### config.mk
export PLATFORM = sky130hd
export DESIGN_NAME = wb_stage
export DESIGN_NICKNAME = d
export VERILOG_FILES = /design/src/rtl/wb_stage.sv
export SDC_FILE = /design/constraint.sdc
export NUM_CORES = 1
export LEC_CHECK = 0
export CELL_PAD_IN_SITES_DETAIL_PLACEMENT = 0
export CELL_PAD_IN_SITES_GLOBAL_PLACEMENT = 2
export CORE_UTILIZATION = 29
export DETAILED_ROUTE_END_ITERATION = 10
export HOLD_SLACK_MARGIN = 0.06
export PLACE_DENSITY = 0.84
export SYNTH_ARGS = -nofsm -noshare
export SYNTH_HDL_FRONTEND = slang
export SYNTH_SLANG_ARGS = --single-unit
### constraint.sdc
create_clock -name i_clock -period 2.9 [get_ports i_clock]
set_input_delay 0.58 -clock i_clock [delete_from_list [all_inputs] [get_ports i_clock]]
set_output_delay 0.58 -clock i_clock [all_outputs]
set_load 0.005 [all_outputs]
### src/rtl/wb_stage.sv
// Writeback stage: accepts completed instructions, waits for load data, formats it and drives the register file write port.
// Optional retire counter output is enabled by defining WB_RETIRE_COUNT_EN.
module wb_stage #(
  parameter int unsigned TIMEOUT_CYCLES = 255
) (
  input  logic        i_clock,
  input  logic        i_reset,
  input  logic        i_valid,
  output logic        o_ready,
  input  logic [4:0]  i_rd,
  input  logic        i_rd_we,
  input  logic        i_is_load,
  input  logic [2:0]  i_funct3,
  input  logic [1:0]  i_addr_lo,
  input  logic [31:0] i_alu_result,
  input  logic [31:0] i_mem_rdata,
  input  logic        i_mem_rvalid,
  output logic        o_reg_we,
  output logic [4:0]  o_reg_waddr,
  output logic [31:0] o_reg_wdata,
  output logic        o_pending_valid,
  output logic [4:0]  o_pending_rd,
  output logic        o_load_timeout
`ifdef WB_RETIRE_COUNT_EN
  ,
  output logic [63:0] o_retire_count
`endif
);

  typedef enum logic {IDLE, WAIT_MEM} state_t;

  localparam logic [15:0] LAST_COUNT = 16'(TIMEOUT_CYCLES - 1);

  state_t      state, state_next;
  logic [15:0] count, count_next;
  logic [4:0]  lat_rd;
  logic        lat_rd_we;
  logic [2:0]  lat_funct3;
  logic [1:0]  lat_addr_lo;

  logic        transfer;
  logic        capture;
  logic        complete;
  logic        timeout;
  logic [4:0]  sel_rd;
  logic        sel_we;
  logic [31:0] sel_data;
  logic        do_write;

  // Unknown funct3 encodings fall through to a full-word load.
  function automatic logic [31:0] format_load(input logic [2:0] funct3,
                                              input logic [1:0] addr_lo,
                                              input logic [31:0] data);
    logic [7:0]  byte_sel;
    logic [15:0] half_sel;
    logic [31:0] result;
    byte_sel = data[{addr_lo, 3'b000} +: 8];
    half_sel = addr_lo[1] ? data[31:16] : data[15:0];
    case (funct3)
      3'b000:  result = {{24{byte_sel[7]}}, byte_sel};
      3'b001:  result = {{16{half_sel[15]}}, half_sel};
      3'b100:  result = {24'h0, byte_sel};
      3'b101:  result = {16'h0, half_sel};
      default: result = data;
    endcase
    return result;
  endfunction

  assign o_ready         = (state == IDLE) && !i_reset;
  assign transfer        = i_valid && o_ready;
  assign o_pending_valid = (state == WAIT_MEM);
  assign o_pending_rd    = lat_rd;
  assign do_write        = complete && sel_we && (sel_rd != 5'd0);

  always_comb begin
    state_next = state;
    count_next = count;
    capture    = 1'b0;
    complete   = 1'b0;
    timeout    = 1'b0;
    sel_rd     = i_rd;
    sel_we     = i_rd_we;
    sel_data   = i_alu_result;
    case (state)
      IDLE: begin
        if (transfer) begin
          if (!i_is_load) begin
            complete = 1'b1;
          end else if (i_mem_rvalid) begin
            complete = 1'b1;
            sel_data = format_load(i_funct3, i_addr_lo, i_mem_rdata);
          end else begin
            capture    = 1'b1;
            state_next = WAIT_MEM;
            count_next = '0;
          end
        end
      end
      WAIT_MEM: begin
        sel_rd   = lat_rd;
        sel_we   = lat_rd_we;
        sel_data = format_load(lat_funct3, lat_addr_lo, i_mem_rdata);
        if (i_mem_rvalid) begin
          complete   = 1'b1;
          state_next = IDLE;
          count_next = '0;
        end else if (count == LAST_COUNT) begin
          timeout    = 1'b1;
          state_next = IDLE;
          count_next = '0;
        end else begin
          count_next = count + 16'd1;
        end
      end
      default: state_next = IDLE;
    endcase
  end

  // Write address/data only move on a real write so they hold otherwise.
  always_ff @(posedge i_clock) begin
    if (i_reset) begin
      state          <= IDLE;
      count          <= '0;
      lat_rd         <= '0;
      lat_rd_we      <= 1'b0;
      lat_funct3     <= '0;
      lat_addr_lo    <= '0;
      o_reg_we       <= 1'b0;
      o_reg_waddr    <= '0;
      o_reg_wdata    <= '0;
      o_load_timeout <= 1'b0;
    end else begin
      state          <= state_next;
      count          <= count_next;
      o_reg_we       <= do_write;
      o_load_timeout <= timeout;
      if (capture) begin
        lat_rd      <= i_rd;
        lat_rd_we   <= i_rd_we;
        lat_funct3  <= i_funct3;
        lat_addr_lo <= i_addr_lo;
      end
      if (do_write) begin
        o_reg_waddr <= sel_rd;
        o_reg_wdata <= sel_data;
      end
    end
  end

`ifdef WB_RETIRE_COUNT_EN
  always_ff @(posedge i_clock) begin
    if (i_reset) begin
      o_retire_count <= '0;
    end else if (complete) begin
      o_retire_count <= o_retire_count + 64'd1;
    end
  end
`endif

endmodule

==> qor.csv <==
stage;metric;value;unit
worst_setup_path;Data arrival, critical path;1.89;ns
placed_design;count of buffers inserted at the top-level ports;125;
timing;Final Slew Violations;0;
synth;netlist area before placement;0.004563;sq mm
detailed_routing;via density per instance;5.508;
synth;share of flip-flops with an asynchronous set or reset after synthesis;0;%
power_and_ir_drop;Worst IR Drop VDD;0.2092;mV
grt;largest net degree at the start of global routing;30;
finish;Final #Nets;816;
synth;Yosys cell types;66;
detailed_routing;total iterations of the first detailed-routing run;6;
timing;Final min period;2.472;ns
worst_setup_path;Crit path required time;2.32;ns
placed_design;placer congestion estimate;0.8539;
die;Initial Util;29.91;%
power_and_ir_drop;Pwr Density;408.0;mW/mm^2
timing;worst-case clock skew;0.006185;ns
die;Core Area;0.01526;sq mm
power_and_ir_drop;share of power burned in combinational logic;18.0;%
timing;Hold Violations, Final;0;
detailed_routing;total met2 wirelength after detailed routing;8.277;mm
detailed_routing;final WL;17.67;mm
clocking;hold-fix buffer count after cts;0;
worst_setup_path;type of element launching the critical path;input pin;
grt;vias in the first global route;5050;
finish;share of final-layout standard cells stronger than drive strength 1;9.485;%
worst_setup_path;Reg2Reg Capture Point;o_reg_wdata[13];
detailed_routing;drt drc;0;
power_and_ir_drop;internal cell power;0.001935;W
detailed_routing;Met3 Wirelength;911;um
worst_setup_path;category of the critical setup timing path;input pin to output pin;
worst_setup_path;type of element capturing the critical path;output pin;
power_and_ir_drop;reported net switching power;0.0006706;W
worst_setup_path;count of cells along the worst register-to-register path;6;
timing;setup repair after global routing missed its margin;false;
clocking;Resized cells post-CTS;0;
clocking;clock latency on the worst-skew pair;0.34;ns
worst_setup_path;launch point of the critical path;i_reset;
synth;sequential fraction of the synthesis area;29.39;%
clocking;CTS Sinks;67;
die;ports placed on the boundary;126;
timing;fin crit share;85.23;%
timing;endpoints failing setup;0;
worst_setup_path;maximum fanout count along the critical path;21;
status;run status;completed;
finish;growth of design area from synthesis to finish;39.92;%
synth;number of register bits inferred by synthesis;67;
finish;post-route design area;0.006385;sq mm
clocking;number of setup buffers added after CTS;0;
power_and_ir_drop;share of power burned in registers;36.9;%
synth;post-synthesis instance total;615;
timing;setup ws final;0.4283;ns
finish;fillers;1528;
timing;top achievable clock speed;404.6;MHz
synth;dominant register cell in the synthesized netlist;dfxtp_1;
die;die width;127.4;um
clocking;TritonCTS clock tree;done;
clocking;total CTS buffers;9;
clocking;H-Tree Level Count;3;
worst_setup_path;CP endpoint;o_ready;
grt;combined global-route utilization of all metal layers;21.88;%
worst_setup_path;beginning of the worst register-to-register path;o_pending_valid;
grt;wire length of the first global-routing pass;27.25;mm
grt;initial antenna violation count;0;
worst_setup_path;flop-to-flop setup slack;0.53;ns
timing;tightest hold margin;0.4444;ns
power_and_ir_drop;relative contribution of the clock network to total power;45.1;%
synth;Synth Warn #;0;
detailed_routing;max layer used;met4;
placed_design;detailed-placement wirelength estimate;12.93;mm
clocking;CTS max path bufs;2;
clocking;clock transition at the register clock pins on the worst setup and hold paths after CTS;0.06;ns
synth;nets in the synthesized netlist;697;
die;Die H;127.4;um
detailed_routing;WL/cell;18.62;um
placed_design;Placed Area;0.006071;sq mm
grt;final global-route overflow total;0;
synth;mean cell area of the mapped netlist;7.420;sq um
run;count of max-cap constraint violations;0;
timing;Setup Total Neg Slack;0;ns
detailed_routing;number of violations reported at the end of detailed-routing iteration 0;315;
placed_design;pre-CTS setup slack;0.1784;ns
power_and_ir_drop;leakage;2.225;nW
die;overall die area;0.01624;sq mm
die;Cell Rows;45;
detailed_routing;number of nets with antenna violations after routing;0;
detailed_routing;routed length on met1;7.968;mm
clocking;Clock Tree Root;clkbuf_16;
power_and_ir_drop;proportion of total power due to net switching;25.74;%
synth;number of synthesized flops with an enable pin;0;
detailed_routing;total vias in the final route;5227;
finish;number of antenna repair diodes;0;
timing;worst slew margin relative to its limit;46.69;%
hold_path;HP Class;flip-flop to flip-flop;
timing;actual slew at the worst max-slew pin;0.7979;ns
==> cells by family (layout without fill, tap and decap cells) <==
logic type      count (synthesis)  count (layout)  synth area share, %
flops                          67              67                29.39
compound gates                205             205                31.15
mux                            20              20                5.072
fa+ha+maj                       2               2               0.5483
simple gates                  251             251                26.13
xor+xnor                        1               1               0.1920
buf+inv                        69             192                7.513
==> worst max-delay path: stages <==
cell,delay [ns]
clkdlybuf4s50_1,0.46
buf_4,0.23
nor2_1,0.11
clkdlybuf4s50_1,0.50
==> synthesized netlist by cell type (3+ instances only) <==
| library cell | number | area, sq um |
|---|---|---|
| or3_1 | 3 | 18.77 |
| or4_1 | 3 | 22.52 |
| nor3_1 | 12 | 60.06 |
| nor4bb_1 | 7 | 70.07 |
| and2_1 | 8 | 50.05 |
| clkbuf_1 | 28 | 105.1 |
| o21ai_1 | 10 | 50.05 |
| buf_2 | 14 | 70.07 |
| a22o_1 | 18 | 157.7 |
| a211oi_1 | 10 | 75.07 |
| a31oi_1 | 18 | 112.6 |
| nand3_1 | 16 | 80.08 |
| buf_6 | 4 | 45.04 |
| mux2_2 | 5 | 56.30 |
| a211oi_2 | 3 | 37.54 |
| inv_1 | 18 | 67.56 |
| o21ai_0 | 30 | 150.1 |
| a221oi_1 | 14 | 122.6 |
| a21oi_1 | 37 | 185.2 |
| nand4_1 | 3 | 18.77 |
| mux2i_1 | 13 | 130.1 |
| o211ai_1 | 15 | 112.6 |
| o22ai_1 | 9 | 56.30 |
| a32oi_1 | 6 | 52.55 |
| nand2_1 | 129 | 484.2 |
| dfxtp_1 | 67 | 1341 |
| o221ai_1 | 14 | 122.6 |
| nand2b_1 | 5 | 31.28 |
| nor2b_1 | 5 | 31.28 |
| a21oi_2 | 3 | 26.28 |
| and3_1 | 4 | 25.02 |
| nor2_1 | 38 | 142.6 |
==> area by class of cell <==
type                            instances  area [sq um]  area share [%]
Multi-Input combinational cell        479          2879           45.09
Timing Repair Buffer                  159          1519           23.79
Sequential cell                        67          1341           21.01
Clock buffer                           14         284.0           4.448
Tap cell                              211         264.0           4.135
Inverter                               18         67.56           1.058
Clock inverter                          1         30.03          0.4703
==> placed cells by master (no fill, tap or decap), types with 18 or more instances in the layout <==
cell type | netlist | final
a22o_1 | 18 | 18
inv_1 | 18 | 18
nor2_1 | 38 | 38
buf_4 | 2 | 33
o21ai_0 | 30 | 30
clkdlybuf4s50_1 | 0 | 125
a21oi_1 | 37 | 37
dfxtp_1 | 67 | 67
nand2_1 | 129 | 129
a31oi_1 | 18 | 18
==> stage by stage <==
stage               utilization (%)  total power (W)  instances
finish                        41.85         0.002605        949
detailed placement            39.79         0.001447        934
global placement              39.79         0.001444        934
floorplan                         -         0.001180        615
global route                  41.85         0.002707        949
CTS                           41.85         0.002627        949
==> power groups by stage <==
stage | registers, W | clock network [W] | logic [W]
6_report | 0.000962 | 0.00117 | 0.000470
5_1_grt | 0.000964 | 0.00124 | 0.000505
4_1_cts | 0.000962 | 0.00120 | 0.000468
3_5_place_dp | 0.000982 | 0 | 0.000465
3_3_place_gp | 0.000982 | 0 | 0.000463
2_1_floorplan | 0.000978 | 0 | 0.000201
==> worst min path at each step <==
stage	from	to	slack [ns]	cells past startpoint
after floorplan	lat_rd_we	lat_rd_we	0.43	2
after global placement	o_reg_wdata[18]	o_reg_wdata[18]	0.44	2
after detailed placement	o_reg_wdata[18]	o_reg_wdata[18]	0.44	2
after CTS	o_reg_wdata[18]	o_reg_wdata[18]	0.45	2
after global routing	o_reg_wdata[17]	o_reg_wdata[17]	0.46	2
final	o_reg_wdata[18]	o_reg_wdata[18]	0.44	2
==> state kept, by name, indices dropped and copies added (netlist names) <==
name	count
o_reg_wdata	32
count	16
o_pending_rd	5
o_reg_waddr	5
lat_funct3	3
lat_addr_lo	2
lat_rd_we	1
o_load_timeout	1
o_pending_valid	1
o_reg_we	1
==> per-layer routing <==
| metal | global-route usage (%) | vias to the layer above |
|---|---|---|
| met1 | 27.89 | 2488 |
| met4 | 10.78 | 0 |
| met2 | 36.39 | 187 |
| met3 | 2.806 | 35 |
| met5 | 0 | - |
| li1 | - | 2517 |
Power figures use the tool's default switching activity.
